<file path="src/rtl/uart_rx.sv">
// 8N1 UART receiver: oversampled start/data/stop recovery into a holding register with sticky error flags.
// Define UART_RX_MAJORITY_EN to take each bit as the majority of three consecutive ticks.
module uart_rx #(
  parameter int OVERSAMPLE = 16,
  parameter int CNT_W      = 4
) (
  input  logic       clk,
  input  logic       rst_n,
  input  logic       rx_in,
  input  logic       sample_tick,
  output logic [7:0] data,
  output logic       ready,
  input  logic       read_ack,
  output logic       frame_err,
  output logic       overrun,
  output logic       busy
);

  typedef enum logic [1:0] {IDLE, START, DATA, STOP} state_t;

  localparam logic [CNT_W-1:0] HALF_M1 = CNT_W'(OVERSAMPLE / 2 - 1);
  localparam logic [CNT_W-1:0] FULL_M1 = CNT_W'(OVERSAMPLE - 1);

  state_t           state_q, state_d;
  logic [CNT_W-1:0] cnt_q, cnt_d;
  logic [2:0]       idx_q, idx_d;
  logic [7:0]       shreg_q, shreg_d;
  logic             rx_meta, rx_s;
  logic             bitv;
  logic             stop_good, stop_bad;

`ifdef UART_RX_MAJORITY_EN
  logic [2:0] hist;

  always_ff @(posedge clk) begin
    if (!rst_n)           hist <= 3'b111;
    else if (sample_tick) hist <= {hist[1:0], rx_s};
  end

  assign bitv = (hist[0] & hist[1]) | (hist[0] & hist[2]) | (hist[1] & hist[2]);
`else
  logic [1:0] hist;

  always_ff @(posedge clk) begin
    if (!rst_n)           hist <= 2'b11;
    else if (sample_tick) hist <= {hist[0], rx_s};
  end

  assign bitv = hist[0];
`endif

  // Line idles high, so the synchronizer resets to 1 to avoid a false start edge.
  always_ff @(posedge clk) begin
    if (!rst_n) begin
      rx_meta <= 1'b1;
      rx_s    <= 1'b1;
    end else begin
      rx_meta <= rx_in;
      rx_s    <= rx_meta;
    end
  end

  always_ff @(posedge clk) begin
    if (!rst_n) begin
      state_q <= IDLE;
      cnt_q   <= '0;
      idx_q   <= '0;
      shreg_q <= '0;
    end else begin
      state_q <= state_d;
      cnt_q   <= cnt_d;
      idx_q   <= idx_d;
      shreg_q <= shreg_d;
    end
  end

  always_comb begin
    state_d   = state_q;
    cnt_d     = cnt_q;
    idx_d     = idx_q;
    shreg_d   = shreg_q;
    stop_good = 1'b0;
    stop_bad  = 1'b0;
    if (sample_tick) begin
      case (state_q)
        IDLE: begin
          if (!hist[0] && hist[1]) begin
            cnt_d   = '0;
            state_d = START;
          end
        end
        START: begin
          if (cnt_q == HALF_M1) begin
            if (bitv) begin
              state_d = IDLE;
            end else begin
              cnt_d   = '0;
              idx_d   = '0;
              state_d = DATA;
            end
          end else begin
            cnt_d = cnt_q + CNT_W'(1);
          end
        end
        DATA: begin
          if (cnt_q == FULL_M1) begin
            cnt_d   = '0;
            shreg_d = {bitv, shreg_q[7:1]};
            idx_d   = idx_q + 3'd1;
            if (idx_q == 3'd7) state_d = STOP;
          end else begin
            cnt_d = cnt_q + CNT_W'(1);
          end
        end
        STOP: begin
          if (cnt_q == FULL_M1) begin
            stop_good = bitv;
            stop_bad  = ~bitv;
            cnt_d     = '0;
            state_d   = IDLE;
          end else begin
            cnt_d = cnt_q + CNT_W'(1);
          end
        end
        default: state_d = IDLE;
      endcase
    end
  end

  // A good-frame load takes priority over a simultaneous read_ack.
  always_ff @(posedge clk) begin
    if (!rst_n) begin
      data      <= '0;
      ready     <= 1'b0;
      overrun   <= 1'b0;
      frame_err <= 1'b0;
    end else begin
      if (stop_good) begin
        data    <= shreg_q;
        ready   <= 1'b1;
        overrun <= ~read_ack & (ready | overrun);
      end else if (read_ack) begin
        ready   <= 1'b0;
        overrun <= 1'b0;
      end
      if (stop_bad)      frame_err <= 1'b1;
      else if (read_ack) frame_err <= 1'b0;
    end
  end

  assign busy = (state_q != IDLE);

endmodule

</file>
<file path="config.mk">
export PLATFORM = sky130hd
export DESIGN_NAME = uart_rx
export DESIGN_NICKNAME = d
export VERILOG_FILES = /design/src/rtl/uart_rx.sv
export SDC_FILE = /design/constraint.sdc
export NUM_CORES = 1
export LEC_CHECK = 0
export CAP_MARGIN = 20
export CORE_ASPECT_RATIO = 1.2
export CORE_MARGIN = 2
export CORE_UTILIZATION = 50
export DETAILED_ROUTE_END_ITERATION = 8
export PLACE_DENSITY = 0.74
export SLEW_MARGIN = 5
export SYNTH_ARGS = -nofsm -noshare
export SYNTH_HDL_FRONTEND = slang
export SYNTH_SLANG_ARGS = --single-unit
</file>
<file path="constraint.sdc">
create_clock -name clk -period 1.68 [get_ports clk]
set_input_delay 0.42 -clock clk [delete_from_list [all_inputs] [get_ports clk]]
set_output_delay 0.42 -clock clk [all_outputs]
set_load 0.05 [all_outputs]
</file>
==> results by group <==
Worst setup path
  – Data arrival, critical path: 1.86 ns
  – Worst path slowest cell: dfxtp_1
  – Crit-path cells: ha_2 > nand4b_1 > a211o_1 > and2_1 > a31o_2
  – RR Startpoint: cnt_q[0]$_SDFFE_PN0P_
  – Reg-to-reg setup timing slack: 0.06 ns
  – Reg2reg end: cnt_q[2]$_SDFFE_PN0P_
  – Worst setup path class: reg2reg
  – Buf/Inv on CP: 0
  – Critical Path Start: cnt_q[0]$_SDFFE_PN0P_
  – FF-to-FF path depth: 5
  – WP depth: 5
  – CP peak stage delay: slightly below 0.4 ns
  – CP delay by family, top: compound AO/OA/AOI/OAI gates
  – Critical Path RT: 1.92 ns
  – Crit path capture: cnt_q[2]$_SDFFE_PN0P_
  – CP max FO: 6
  – Element type at the critical path end: register
  – Setup crit start kind: register

Synth
  – Post-Syn Area: approximately 1400 um2
  – Mapped Avg Cell Area: roughly 9.4 um2
  – Commonest cells post-synth: dfxtp_1 (32), nand2_1 (23), nor2b_1 (13)
  – Synth area leader: dfxtp_1
  – Warnings from Yosys: 0
  – Unique masters post-synth: 34
  – Sequential element share of the synthesized area: 0.465
  – Top-count cell post-synth: dfxtp_1
  – Top-area cell type share of the netlist area: 0.465
  – Synth Flop Type: dfxtp_1
  – Asr flop ratio synth: 0
  – Gate Count Post-Synth: around 150
  – Synth Register Bits: 32
  – Top cells by area, synth: dfxtp_1 (47%), mux2i_1 (8.7%), nand2_1 (6.3%), nor2b_1 (5.9%), a21boi_0 (4.9%)
  – Number of synthesized flops with an enable pin: 0
  – Synthesized Nets: 154

STA
  – Slew margin rel.: 0.780
  – Ratio of final minimum period to clock period: 0.964
  – Tmin final: 1.62 ns
  – Final setup vio count: 0
  – Slew @ Worst Pin: 0.327 ns
  – Setup Skew: around 0.0086 ns
  – Final Hold Fails: 0
  – RSZ-0062 raised after global routing: no
  – Final max-slew violation count: 0
  – F_max: 618 MHz
  – Crit path setup slack, layout: 0.0612 ns

Layout
  – Multi-input logic area: 679 um2
  – Area Overhead vs Synth: 21.3%
  – Nets: 180
  – Diode count: 0
  – Proportion of layout cells with a drive suffix above 1: 0.202
  – Fill count: 217
  – Storage cell area: 643 um2

Global routing
  – GR Util All Layers: 0.191
  – Initial antenna violation count: 0
  – First-pass GRT wire length: 4.49 mm
  – Largest net degree at the start of global routing: 16
  – GRT overflow: 0
  – Vias in the first global route: 1024

Floorplan
  – Die Y-Extent: around 62 um
  – Chip width: 51.9 um
  – Row cnt: 20
  – Starting utilization of the core area: 0.534
  – DIE AREA: ~3200 um2
  – Placeable Area: 2580 um2
  – Top Ports: 17

Power and ir drop
  – Cell Pwr Density: 765 nW/um2
  – Peak supply drop: 0.562 mV
  – Power, Total: 0.00128 W
  – Pleak: 0.632 nW

Drt
  – DRC: 0
  – Final ANT Viol Nets: 0
  – First DRT Iteration DRCs: 22
  – Vias per cell: ~5.3
  – Via count: between 1000 and 1500
  – Drt total wl: 2.52 mm
  – Routed len/inst: 12.2 um
  – Pre-antenna DRT Iters: 4

Flow run
  – Number of max-cap violations: 0

Clock tree
  – Clock sink count: 32
  – Clock slew at reported path FFs: 0.10 ns
  – Number of H-tree levels: 2
  – CTS tree: built
  – CTS Hold Buffers Added: 0
  – Clock Latency Late Sink: 0.33 ns
  – Clock tree buffer depth: 2
  – Root buf cell: clkbuf_4
  – TritonCTS buffer count: 5

Placed design
  – Hpwl dp: 1.86 mm
  – GPL Wtd Cong: approximately 0.86
  – Setup WS pre-CTS: -0.143 ns
  – Input/output buffers: 16

Status
  – Status: complete, no violations

Min path
  – Hold Crit Class: reg2reg
cells in the final DEF, fill, tap and decap left out, drive strengths merged:
cell type / n
o21a: 1
nand3b: 1
nor3: 1
xor2: 1
nand2b: 3
nand4: 1
nor3b: 3
o21ai: 1
ha: 3
o22ai: 3
clkbuf: 8
a31o: 1
or4b: 1
nand2: 23
a21boi: 9
a21oi: 3
a21o: 1
and2: 2
a22oi: 2
mux2i: 12
o211a: 1
nor2: 4
and4: 2
buf: 24
clkdlybuf4s50: 4
nor2b: 13
a211o: 1
inv: 4
a32o: 1
dfxtp: 32
nand3: 4
nand4b: 1
a22o: 2
how the worst min path moves through the flow:
| stage | start | end | slack, ns | cells past startpoint |
|---|---|---|---|---|
| CTS | rx_meta$_SDFF_PN1_ | rx_s$_SDFF_PN1_ | 0.42 | 1 |
| detailed placement | rx_meta$_SDFF_PN1_ | rx_s$_SDFF_PN1_ | 0.40 | 1 |
| floorplan | rx_meta$_SDFF_PN1_ | rx_s$_SDFF_PN1_ | 0.39 | 1 |
| global route | rx_meta$_SDFF_PN1_ | rx_s$_SDFF_PN1_ | 0.46 | 1 |
| global placement | rx_meta$_SDFF_PN1_ | rx_s$_SDFF_PN1_ | 0.39 | 1 |
| finish | rx_meta$_SDFF_PN1_ | rx_s$_SDFF_PN1_ | 0.42 | 1 |
cells by family (layout without fill, tap and decap cells):
logic type               count (synthesis)  after routing  synth area share
AND/OR/NAND/NOR                         59             59             0.226
flip-flops                              32             32             0.465
multiplexers                            12             12            0.0872
buffers and inverters                   13             40            0.0490
adder cells (fa/ha/maj)                  3              3            0.0273
XOR/XNOR                                 1              1           0.00636
AO/OA/AOI/OAI                           26             26             0.139
flip-flops by register name (all words and copies together), names as in the netlist, named ones only:
name / flops
state_q: 1
frame_err: 1
data: 8
overrun: 1
ready: 1
hist: 2
idx_q: 3
cnt_q: 4
rx_meta: 1
rx_s: 1
shreg_q: 8
per-layer routing:
layer	wire length [um]	global-route usage
met5	0	0
met1	1130	0.216
met2	1240	0.331
met3	113	0.0607
met4	32	0.0865
cell type report:
class	count	share of cell area
Tap cell	33	0.0247
Inverter	4	0.00899
Clock buffer	8	0.0352
Multi-Input combinational cell	101	0.407
Timing Repair Buffer	28	0.139
Sequential cell	32	0.385
power by group:
| group | switching [W] | leakage, nW | internal, W |
|---|---|---|---|
| registers | 0.00000333 | 0.259 | 0.000761 |
| logic | 0.0000244 | 0.340 | 0.0000340 |
| clock network | 0.000249 | 0.0326 | 0.000206 |
| total | 0.000277 | 0.632 | 0.00100 |
metrics by stage:
stage	cell area, um2	setup TNS, ns	hold WS, ns	util	cells
floorplan	1380	0	0.386	-	146
global placement	1600	-0.761	0.388	0.620	198
detailed placement	1600	-1.61	0.397	0.620	198
CTS	1660	0	0.421	0.644	206
global route	1670	0	0.459	0.648	206
finish	1670	0	0.416	0.648	206
timing repair:
item                       CTS  global route
setup endpoints to repair    1             9
gates resized for setup      1             4
hold endpoints to repair     0             0
buffers inserted             0             0
Power figures use the tool's default switching activity.
